File: src/rtl/serial_remainder_fsm.sv
// Serial divisibility checker: running remainder modulo DIVISOR of a bit-serial number.
// Bits arrive MSB-first by default; defining SERIAL_REM_LSB_FIRST_EN switches to LSB-first.
module serial_remainder_fsm #(
    parameter int unsigned DIVISOR = 5,
    parameter int unsigned CNT_W   = 8,
    localparam int unsigned REM_W  = $clog2(DIVISOR)
) (
    input  logic             clk,
    input  logic             rst,
    input  logic             clear,
    input  logic             in_valid,
    input  logic             in_first,
    input  logic             in_bit,
    output logic             out_valid,
    output logic [REM_W-1:0] rem,
    output logic             divisible,
    output logic [CNT_W-1:0] bit_count,
    output logic             count_sat
);

    localparam int unsigned REM_X = REM_W + 1;
    localparam logic [REM_X-1:0] N_EXT   = REM_X'(DIVISOR);
    localparam logic [CNT_W-1:0] CNT_MAX = '1;

    typedef enum logic {
        S_EMPTY = 1'b0,
        S_ACCUM = 1'b1
    } state_e;

    state_e             state_q, state_d;
    logic [REM_W-1:0]   rem_q, rem_d;
    logic [CNT_W-1:0]   cnt_q, cnt_d;
    logic               sat_q, sat_d;
    logic               ov_q, ov_d;
    logic               div_q, div_d;
    logic [REM_W-1:0]   rem_next_c;
    logic [REM_W-1:0]   rem_first_c;
    logic [CNT_W-1:0]   cnt_inc_c;

`ifdef SERIAL_REM_LSB_FIRST_EN
    localparam logic [REM_W-1:0] TWO_MOD_N = REM_W'(2 % DIVISOR);
    logic [REM_W-1:0]   w_q, w_d;
    logic [REM_X-1:0]   sum_c;
    logic [REM_X-1:0]   w2_c;
    logic [REM_W-1:0]   w_next_c;

    // rem + bit*w and 2w each stay below 2N, so one conditional subtract reduces them.
    always_comb begin
        sum_c      = {1'b0, rem_q} + (in_bit ? {1'b0, w_q} : REM_X'(0));
        rem_next_c = (sum_c >= N_EXT) ? REM_W'(sum_c - N_EXT) : REM_W'(sum_c);
        w2_c       = {w_q, 1'b0};
        w_next_c   = (w2_c >= N_EXT) ? REM_W'(w2_c - N_EXT) : REM_W'(w2_c);
    end
`else
    logic [REM_X-1:0]   t_c;

    // t = 2*rem + bit is at most 2N-1, so one conditional subtract reduces it.
    always_comb begin
        t_c        = {rem_q, in_bit};
        rem_next_c = (t_c >= N_EXT) ? REM_W'(t_c - N_EXT) : REM_W'(t_c);
    end
`endif

    assign rem_first_c = REM_W'(in_bit);
    assign cnt_inc_c   = (cnt_q == CNT_MAX) ? cnt_q : cnt_q + CNT_W'(1);

    // State and output registers.
    always_ff @(posedge clk or negedge rst) begin
        if (!rst) begin
            state_q <= S_EMPTY;
            rem_q   <= '0;
            cnt_q   <= '0;
            sat_q   <= 1'b0;
            ov_q    <= 1'b0;
            div_q   <= 1'b1;
`ifdef SERIAL_REM_LSB_FIRST_EN
            w_q     <= REM_W'(1);
`endif
        end else begin
            state_q <= state_d;
            rem_q   <= rem_d;
            cnt_q   <= cnt_d;
            sat_q   <= sat_d;
            ov_q    <= ov_d;
            div_q   <= div_d;
`ifdef SERIAL_REM_LSB_FIRST_EN
            w_q     <= w_d;
`endif
        end
    end

    // Next state: clear returns to EMPTY, any accepted bit lands in ACCUM.
    always_comb begin
        state_d = state_q;
        if (clear) begin
            state_d = S_EMPTY;
        end else if (in_valid) begin
            state_d = S_ACCUM;
        end
    end

    // Output/datapath next values; clear beats a same-cycle bit.
    always_comb begin
        rem_d = rem_q;
        cnt_d = cnt_q;
        sat_d = sat_q;
        ov_d  = 1'b0;
`ifdef SERIAL_REM_LSB_FIRST_EN
        w_d   = w_q;
`endif
        if (clear) begin
            rem_d = '0;
            cnt_d = '0;
            sat_d = 1'b0;
`ifdef SERIAL_REM_LSB_FIRST_EN
            w_d   = REM_W'(1);
`endif
        end else if (in_valid) begin
            ov_d = 1'b1;
            if (in_first) begin
                rem_d = rem_first_c;
                cnt_d = CNT_W'(1);
                sat_d = 1'b0;
`ifdef SERIAL_REM_LSB_FIRST_EN
                w_d   = TWO_MOD_N;
`endif
            end else begin
                rem_d = rem_next_c;
                cnt_d = cnt_inc_c;
                sat_d = sat_q | (cnt_inc_c == CNT_MAX);
`ifdef SERIAL_REM_LSB_FIRST_EN
                w_d   = w_next_c;
`endif
            end
        end
        div_d = (rem_d == '0);
    end

    assign out_valid = ov_q;
    assign rem       = rem_q;
    assign divisible = div_q;
    assign bit_count = cnt_q;
    assign count_sat = sat_q;

endmodule

File: config.mk
export PLATFORM = sky130hd
export DESIGN_NAME = serial_remainder_fsm
export DESIGN_NICKNAME = d
export VERILOG_FILES = /design/src/rtl/serial_remainder_fsm.sv
export SDC_FILE = /design/constraint.sdc
export NUM_CORES = 1
export LEC_CHECK = 0
export CORE_MARGIN = 1
export CORE_UTILIZATION = 45
export CTS_CLUSTER_SIZE = 28
export DETAILED_ROUTE_END_ITERATION = 10
export PLACE_DENSITY = 0.72
export SYNTH_ARGS = -nofsm -noshare
export SYNTH_HDL_FRONTEND = slang
export SYNTH_SLANG_ARGS = --single-unit
File: constraint.sdc
create_clock -name clk -period 2.95 [get_ports clk]
set_clock_uncertainty 0.1 [all_clocks]
set_input_delay 0.59 -clock clk [delete_from_list [all_inputs] [get_ports clk]]
set_output_delay 0.59 -clock clk [all_outputs]
set_load 0.005 [all_outputs]
# Yosys cells after proc, flatten, opt, wreduce, memory -nomap -nowiden
# Index checks and enable logic that the tools add are counted.
dict set report word_totals {
  wordCells 26
  reg_bits 14
  output_inout_bits 14
}
dict set report classes {
  magnitude_cmp 1
  eq_ne 2
  mux 13
  n_bitwise 1
  add_sub_neg 2
  n_reduce_logical 2
}
# cell count
set op_table {}
lappend op_table {{$mux 8} 4}
lappend op_table {{$eq 8x8->1 const B} 2}
lappend op_table {{$mux 3} 4}
lappend op_table {{$add 8x1->8 const B} 1}
lappend op_table {{$mux 1} 5}
lappend op_table {{$ge 4x3->1 const B} 1}
lappend op_table {{$logic_not 3->1} 1}
lappend op_table {{$sub 3x3->3 const B} 1}
lappend op_table {{$reduce_bool 2->1} 1}
lappend op_table {{$or 1x1->1} 1}

# Longest topological paths before layout
# Gate-level depths: netlist of run 1.
dict set report depth {
  word_depth 7
  mapped_depth 8
}

# Least setup slack after synthesis of run 1
# No wires, ideal clock.
dict set report synth_path {
  path_type {input -> register}
  start {in in_bit}
  end {reg div_q (netlist: divisible)}
  setup_ns 0.082
  required_time_ns 2.768
  arrival_ns 1.693
  path_buffers 0
  path_stages 7
  path_slack_ns 1.075
  cell_sequence {inv_1 > ha_1 > nand2b_1 > a21o_1 > a21oi_1 > and3b_1 > o31a_1}
}
dict set report synth_between {
  elab_chain_cells 6
}
# item line_no
set synth_rtl {}
lappend synth_rtl {{start, declared} 13} ;# input logic in_bit,
lappend synth_rtl {{$ge 4x3->1 or $sub 3x3->3 (tied branches)} 60} ;# rem_next_c = (t_c >= N_EXT) ? REM_W'(t_c - N_EXT) : REM_W'(t_c);
lappend synth_rtl {{$mux 3} 60}
lappend synth_rtl {{$mux 3 *} 120} ;# if (in_first) begin
lappend synth_rtl {{$mux 3 *} 118} ;# end else if (in_valid) begin
lappend synth_rtl {{$mux 3 *} 111} ;# if (clear) begin
lappend synth_rtl {{$logic_not 3->1 *} 136} ;# div_d = (rem_d == '0);
lappend synth_rtl {{via div_d} 35} ;# logic div_q, div_d;
lappend synth_rtl {{end signal, assigned} 85} ;# div_q <= div_d;
lappend synth_rtl {{end, declared} 35}
# The timed path passes the listed nets; every way through them passes the cells marked *.
# A chain may end at the register's enable or synchronous reset.

# Worst setup path after layout of run 1
dict set report layout_path {
  start {reg cnt_q[0] (netlist: bit_count[0])}
  end {reg sat_q (netlist: count_sat)}
}
dict set report layout_between {
  elab_chain_cells 7
}
# item line_no
set layout_rtl {}
lappend layout_rtl {{start, declared} 32} ;# logic [CNT_W-1:0] cnt_q, cnt_d;
lappend layout_rtl {{start signal, assigned} 82} ;# cnt_q <= cnt_d;
lappend layout_rtl {{$add 8x1->8 or $eq 8x8->1 (tied branches)} 65} ;# assign cnt_inc_c = (cnt_q == CNT_MAX) ? cnt_q : cnt_q + CNT_W'(1);
lappend layout_rtl {{$mux 8 *} 65}
lappend layout_rtl {{$eq 8x8->1 *} 130} ;# sat_d = sat_q | (cnt_inc_c == CNT_MAX);
lappend layout_rtl {{$or 1x1->1 *} 130}
lappend layout_rtl {{$mux 1 *} 120}
lappend layout_rtl {{$mux 1 *} 118}
lappend layout_rtl {{$mux 1 *} 111}
lappend layout_rtl {{end signal, assigned} 83} ;# sat_q <= sat_d;
lappend layout_rtl {{end, declared} 33} ;# logic sat_q, sat_d;
# Every way passes the cells marked *; elsewhere a longest branch is shown, timed or not. The select of a mux whose other input is x is not followed.

==> results of run 1 <==
-- critical path, stage by stage, from the launching register on --
cell and delay, ps:
dfrtp_1 560, ha_1 340, and2_4 250, nand4_4 210, a41oi_1 260, a41oi_1 80
o41ai_2 330
-- layer usage --
layer  up-vias  track usage  share of wire
li1        422            -              -
met4         0       0.0889          0.021
met2        29        0.315           0.48
met5         -            0              0
met1       410        0.275           0.45
met3         6       0.0370          0.050
-- state kept, by name, summed over array words and instances (netlist names) --
signal and flops:
bit_count 8, count_sat 1, divisible 1, out_valid 1, rem 3
-- worst paths after layout --
check,start,to,slack [ps],cells after the start
max reg2reg,bit_count[0],count_sat,730,6
max in group asynchronous,rst,rem[0],1740,1
min in group asynchronous,rst,count_sat,600,1
min reg2reg,count_sat,count_sat,440,2
min,count_sat,count_sat,440,2
max,bit_count[0],count_sat,730,6
-- layout make-up --
class	instances	area [um^2]
clock buffer	4	36.3
inverter	6	22.5
tap	27	33.8
multi-input combinational	78	529
sequential	14	352
timing repair buffer	20	198
fill	176	811
-- Yosys cell counts (3+ instances only) --
cell type	n
nand3_1	4
nand2_1	7
a21oi_1	10
nor2_1	9
ha_1	3
dfrtp_1	13
o21ai_0	8
nand4_1	4
inv_1	6
-- cells by family (layout without fill, tap and decap cells) --
logic type | count (synthesis) | after routing
simple gates | 39 | 39
compound gates | 36 | 36
flops | 14 | 14
buf+inv | 11 | 30
fa+ha+maj | 3 | 3
-- power breakdown --
group	total [mW]	internal [mW]	switching (mW)
clock network	0.141	0.0752	0.0659
logic	0.0574	0.0282	0.0291
registers	0.204	0.197	0.00683
total	0.403	0.301	0.102
-- stage by stage --
step           power, mW  instance area (um^2)  hold WS, ps  setup WS, ps   util
2_1_floorplan      0.237                   962          194          1080      -
3_3_place_gp       0.264                  1130          410           590  0.573
3_5_place_dp       0.265                  1130          417           508  0.573
4_1_cts            0.407                  1170          446           749  0.591
5_1_grt            0.422                  1170          486           540  0.591
6_report           0.403                  1170          437           735  0.591
==> results.py, run 1 <==
metrics = {
    "placed_design": {
        "dpl.cell_count": 145,
        "gp_congestion": 0.792,
        "dpl.hpwl_um": 1540,
        "port_buffers": 19,
    },
    "global_routing": {
        "grt_antenna_before_repair": 0,
        "pin_count_of_the_biggest_net_entering_global_routing": 15,
        "grt_pass1_wl_um": 3240,
        "global_route.usage.total": 0.203,
        "total_grt_overflow": 0,
        "first_global_vias": 743,
    },
    "synthesis": {
        "synth-compound-area-share": 0.265,
        "synth_top_family_by_area": "compound AO/OA/AOI/OAI gates",
        "synthXorXnorAreaFrac": 0,
        "synth_largest_area_cell": "dfrtp_1",
        "synth_warnings": 0,
        "synth_simple_gate_area_share": 0.246,
        "yosysUniqueCellTypes": 38,
        "synth-seq-area-share": 0.365,
        "post_synth_main_area_contributors": "dfrtp_1 34%, a21oi_1 5.2%, o21ai_0 4.2%",
        "syn-instance-count": 103,
        "synth_area_um2": 962,
        "synth_adder_area_share": 0.0390,
        "post-synth-top-area-fraction": 0.338,
        "synth_enable_flop_cells": 0,
        "synth-seq-cells": 14,
        "mappedNetlistNets": 112,
        "syn_avg_cell_area_um2": 9.34,
        "asyncSetResetFlopFracSynth": 1.00,
        "synth_mux_area_frac": 0,
        "ys.flop_type": "dfrtp_1",
    },
    "critical_path": {
        "critical_path_class": "flop to flop",
        "worst_setup_start_kind": "flop",
        "worstPathArrival_ps": 2310,
        "cp-end-kind": "flop",
        "critical_path.max_fanout": 11,
        "crit_required_ps": 3040,
    },
    "clock_tree": {
        "clock_path_buffers": 2,
        "clkSlewWorstSetupHoldPaths_ps": 90,
        "clock-sinks": 14,
        "ctsHtreeMaxLevel": 1,
        "clk_latency_ps": 280,
        "postCtsHoldBufs": 0,
        "cts.repair_timing.setup_buffer_count": 0,
        "clock-root-buffer": "clkbuf_4",
        "post_cts_resized": 0,
        "tritoncts": "built",
        "cts_buffer_count": 3,
    },
    "timing": {
        "fmaxAchievable_mhz": 451,
        "rsz0062_at_grt": "no",
        "final_hold_viol_count": 0,
        "worst_pin_slew_ps": 647,
        "final_period_minus_worst_setup_slack_ps": 2220,
        "min_period_over_period": 0.751,
        "finalSetupTns_ps": 0,
        "final-setup-viol-count": 0,
        "maxSlewHeadroom": 0.567,
        "report.final.slew_viol_count": 0,
    },
    "status": {
        "status": "complete, no violations",
    },
    "cells_and_area": {
        "antenna_cells": 0,
        "flow.area_growth_from_synthesis_pct": 21.7,
        "leading_cell_type_in_the_layout_fill_and_taps_excluded": "clkdlybuf4s50_1",
        "finalNetCount": 132,
        "post_route_cells_drive_above_1_share": 0.131,
        "finalNonFillerCells": 149,
        "layout_common_cells": "19 x clkdlybuf4s50_1, 13 x dfrtp_1, 10 x a21oi_1",
    },
    "power_and_ir_drop": {
        "power_density_nw_per_um2": 344,
        "total_leakage_power_nw": 0.484,
        "power.ir.vdd_worst_v": 0.000301,
    },
    "die": {
        "die_area_um2": 2330,
        "core_area_um2": 1980,
        "floorplan.initialDensity": 0.485,
        "die_width_um": 48.2,
        "die_y_um": 48.2,
        "rows": 16,
        "io-pin-count": 20,
    },
    "detailed_routing": {
        "drc": 0,
        "dr_total_vias": 867,
        "routed_wire_length_per_instance_um": 14.1,
        "drt_first_pass_iters": 4,
        "routed_wl_um": 2110,
        "drt.antenna.violating_nets": 0,
        "via_per_inst": 5.82,
        "drt_iter0_markers": 33,
    },
    "min_path": {
        "holdCritPathClass": "flop to flop",
    },
    "job": {
        "max_cap_viol_count": 0,
    },
}
(Power assumes the default switching activity.)
==> inputs of run 2 (changes only) <==
- PLACE_DENSITY: 0.72 -> 0.74
- clock period: 2.95 -> 1.96 ns (I/O delays scaled with it)
==> results.py, run 2 (synthesis gave the netlist of run 1 again) <==
metrics = {
    "timing": {
        "worst_pin_slew_ps": 325,
        "fmaxAchievable_mhz": 532,
        "maxSlewHeadroom": 0.782,
        "rsz0062_at_grt": "no",
        "postLayoutSetupSlackWorst_ps": 81.6,
        "finalSetupTns_ps": 0,
        "final-setup-viol-count": 0,
        "report.final.slew_viol_count": 0,
        "min_period_over_period": 0.958,
        "final_period_minus_worst_setup_slack_ps": 1880,
        "hold_slack_ps": 323,
        "final_hold_viol_count": 0,
    },
    "clock_tree": {
        "postCtsHoldBufs": 0,
        "cts_buffer_count": 3,
        "post_cts_resized": 0,
        "clk_latency_ps": 270,
        "ctsHtreeMaxLevel": 1,
        "cts.repair_timing.setup_buffer_count": 0,
        "tritoncts": "built",
        "clock-root-buffer": "clkbuf_4",
        "clock-sinks": 14,
        "clock_path_buffers": 2,
        "clkSlewWorstSetupHoldPaths_ps": 80,
    },
    "placed_design": {
        "gp_congestion": 0.902,
        "dpl.hpwl_um": 1680,
        "dpl.cell_count": 161,
        "port_buffers": 19,
        "dp_worst_setup_slack_ps": -219,
    },
    "critical_path": {
        "crit_required_ps": 2070,
        "crit_buf_inv": 1,
        "worst_setup_start_kind": "primary input",
        "critical_path.max_fanout": 3,
        "cpPeakStageDelay_ps": 430,
        "cp-end-kind": "flop",
        "crit_path_top_delay_cell": "clkdlybuf4s50_1",
        "r2r-start": "bit_count[0]",
        "worstPathArrival_ps": 1990,
        "critical_path_class": "primary input to flop",
        "minimum_setup_slack_among_reg_to_reg_paths_ps": 140,
        "cp_cell_sequence": "clkdlybuf4s50_1, ha_1, nand2b_1, a21o_1, a21oi_1, and3b_1, o31a_1",
        "path_delay_family": "compound AO/OA/AOI/OAI gates",
        "worstReg2RegEnd": "count_sat",
        "rr_worst_depth": 6,
    },
    "die": {
        "die_width_um": 48.2,
        "floorplan.initialDensity": 0.485,
        "core_area_um2": 1980,
        "die_y_um": 48.2,
        "io-pin-count": 20,
        "die_area_um2": 2330,
        "rows": 16,
    },
    "detailed_routing": {
        "routed_wire_length_per_instance_um": 13.2,
        "drt.antenna.violating_nets": 0,
        "drt_iter0_markers": 36,
        "dr_total_vias": 924,
        "drc": 0,
        "drt_first_pass_iters": 4,
        "via_per_inst": 5.60,
        "routed_wl_um": 2180,
    },
    "cells_and_area": {
        "leading_cell_type_in_the_layout_fill_and_taps_excluded": "clkdlybuf4s50_1",
        "flow.area_growth_from_synthesis_pct": 34.2,
        "layout_common_cells": "19 x clkdlybuf4s50_1, 17 x buf_4, 13 x dfrtp_1",
        "antenna_cells": 0,
        "largest_reg_flops": 8,
        "post_route_cells_drive_above_1_share": 0.232,
        "finish.utilization": 0.652,
        "finalNonFillerCells": 165,
        "finalNetCount": 148,
    },
    "global_routing": {
        "grt_pass1_wl_um": 3370,
        "total_grt_overflow": 0,
        "pin_count_of_the_biggest_net_entering_global_routing": 15,
        "first_global_vias": 801,
        "grt_antenna_before_repair": 0,
        "global_route.usage.total": 0.207,
    },
    "power_and_ir_drop": {
        "power_density_nw_per_um2": 481,
        "total_leakage_power_nw": 0.564,
        "power.ir.vdd_worst_v": 0.000426,
    },
    "min_path": {
        "holdCritPathClass": "primary input to async pin",
    },
    "job": {
        "max_cap_viol_count": 0,
    },
    "status": {
        "status": "complete, no violations",
    },
}
-- run 2: cell count changes in the layout (fill, tap and decap cells not counted) --
cell	change
buf_4	+16
-- run 2: worst max-delay path by stage --
stage	from	endpoint	cells after the start
floorplan	bit_count[1]	bit_count[0]	8
global placement	in_bit	divisible	7
detailed placement	in_bit	divisible	7
CTS	in_bit	divisible	7
global route	bit_count[1]	count_sat	6
finish	in_bit	divisible	7
-- run 2: area by class of cell --
cell class | count | area (um^2)
Fill cell | 163 | 691
Clock buffer | 4 | 36.3
Inverter | 6 | 22.5
Timing Repair Buffer | 36 | 318
Sequential cell | 14 | 352
Tap cell | 27 | 33.8
Multi-Input combinational cell | 78 | 529
-- run 2: stage by stage --
stage	instance area (um^2)	power [mW]
floorplan	962	0.356
global placement	1250	0.417
detailed placement	1250	0.420
CTS	1290	0.630
global route	1290	0.659
finish	1290	0.621
-- run 2: report_power, final --
group	total, mW	internal, mW	switching (mW)	leakage, nW
logic	0.112	0.0596	0.0527	0.354
clock network	0.206	0.113	0.0935	0.0210
registers	0.302	0.297	0.00509	0.188
total	0.621	0.470	0.151	0.564
-- run 2: metal layers --
layer | part of all wire | wire (um) | GRT usage
met4 | 0.031 | 68 | 0.122
met1 | 0.44 | 959 | 0.260
met3 | 0.047 | 102 | 0.0370
met2 | 0.48 | 1050 | 0.331
met5 | 0 | 0 | 0
==> inputs of run 3 (changes only) <==
- CELL_PAD_IN_SITES_DETAIL_PLACEMENT: default -> 1
- CELL_PAD_IN_SITES_GLOBAL_PLACEMENT: default -> 2
- CORE_UTILIZATION: 45 -> 27
- PLACE_DENSITY: 0.74 -> 0.73
==> results.py, run 3 (synthesis gave the netlist of run 1 again) <==
metrics = {
    "placed_design": {
        "gp_congestion": 0.796,
        "dp_worst_setup_slack_ps": -238,
        "port_buffers": 19,
        "dpl.cell_count": 186,
        "dpl.hpwl_um": 2170,
    },
    "global_routing": {
        "grt_antenna_before_repair": 0,
        "grt_pass1_wl_um": 4420,
        "pin_count_of_the_biggest_net_entering_global_routing": 15,
        "total_grt_overflow": 0,
        "global_route.usage.total": 0.164,
        "first_global_vias": 964,
    },
    "cells_and_area": {
        "post_route_cells_drive_above_1_share": 0.278,
        "leading_cell_type_in_the_layout_fill_and_taps_excluded": "buf_4",
        "layout_common_cells": "23 x buf_4, 18 x clkdlybuf4s50_1, 13 x dfrtp_1",
        "flow.area_growth_from_synthesis_pct": 41.9,
        "finish.utilization": 0.406,
        "antenna_cells": 0,
        "largest_reg_flops": 8,
        "finalNetCount": 154,
        "finalNonFillerCells": 190,
    },
    "job": {
        "max_cap_viol_count": 0,
    },
    "timing": {
        "final_period_minus_worst_setup_slack_ps": 1850,
        "rsz0062_at_grt": "no",
        "report.final.slew_viol_count": 0,
        "worst_pin_slew_ps": 286,
        "fmaxAchievable_mhz": 541,
        "postLayoutSetupSlackWorst_ps": 110,
        "final_hold_viol_count": 0,
        "maxSlewHeadroom": 0.808,
        "min_period_over_period": 0.944,
        "final-setup-viol-count": 0,
    },
    "clock_tree": {
        "clock-root-buffer": "clkbuf_4",
        "clock-sinks": 14,
        "cts_buffer_count": 3,
        "clk_latency_ps": 290,
        "clock_path_buffers": 2,
        "postCtsHoldBufs": 0,
        "tritoncts": "built",
        "clkSlewWorstSetupHoldPaths_ps": 100,
        "ctsHtreeMaxLevel": 1,
        "cts.repair_timing.setup_buffer_count": 0,
        "post_cts_resized": 0,
    },
    "detailed_routing": {
        "routed_wire_length_per_instance_um": 14.2,
        "via_per_inst": 4.97,
        "drt_first_pass_iters": 2,
        "drc": 0,
        "drt_iter0_markers": 13,
        "dr_total_vias": 944,
        "drt.antenna.violating_nets": 0,
        "routed_wl_um": 2700,
    },
    "critical_path": {
        "cp-end-kind": "output pin",
        "crit_required_ps": 1470,
        "worstPathArrival_ps": 1360,
        "worst_setup_start_kind": "flop",
        "critical_path_class": "flop to output pin",
        "critical_path.max_fanout": 9,
    },
    "die": {
        "die_area_um2": 3810,
        "die_width_um": 61.7,
        "core_area_um2": 3360,
        "io-pin-count": 20,
        "rows": 21,
        "floorplan.initialDensity": 0.286,
        "die_y_um": 61.7,
    },
    "power_and_ir_drop": {
        "power.ir.vdd_worst_v": 0.000223,
        "total_leakage_power_nw": 0.601,
        "power_density_nw_per_um2": 471,
    },
    "min_path": {
        "holdCritPathClass": "primary input to async pin",
    },
    "status": {
        "status": "complete, no violations",
    },
}
run 3: changes by cell type in the layout (fill, tap and decap cells not counted), sizes merged:
cell	change
dlymetal6s2s	+1
clkdlybuf4s50	-1
buf	+6
run 3: metrics by stage:
stage / setup TNS (ps) / total power [mW] / cell area [um^2] / hold slack, ps
after global routing: 0 / 0.677 / 1370 / 311
after global placement: -339 / 0.425 / 1320 / 427
after detailed placement: -529 / 0.428 / 1320 / 439
final: 0 / 0.643 / 1370 / 314
after CTS: 0 / 0.653 / 1360 / 313
after floorplan: 0 / 0.356 / 962 / -3.59
run 3: critical path, cell delays in order, from the launching register on:
cell,delay (ps)
dfrtp_1,370
buf_4,190
clkdlybuf4s50_1,520
run 3: layout make-up:
class / count / area, um^2
fillers: 424 / 2000
multi-input cells: 78 / 532
repair buffers: 42 / 365
flip-flops and latches: 14 / 352
well taps: 46 / 57.6
clock buffers: 4 / 36.3
inverters: 6 / 22.5
run 3: path summary, 6_finish.rpt:
path	slack, ps	cells past startpoint	to	from
min in group clk	450	2	count_sat	count_sat
max in group asynchronous	1200	2	divisible	rst
hold reg to reg	450	2	count_sat	count_sat
setup reg to reg	140	6	count_sat	bit_count[0]
setup / recovery	110	2	bit_count[3]	bit_count[3]
hold / removal	310	2	bit_count[5]	rst
run 3: power by group:
group          internal, mW  switching, mW  leakage, nW  total [mW]
Sequential            0.297        0.00532        0.188       0.303
Clock                 0.113          0.109       0.0210       0.222
Combinational        0.0623         0.0560        0.391       0.118
Total                 0.473          0.170        0.601       0.643
run 3: per-layer routing:
layer,vias to the layer above,GRT usage,routed length (um)
met1,464,0.191,1150
li1,462,-,-
met4,0,0.0571,14
met2,16,0.293,1460
met3,2,0.0393,79
met5,-,0,0
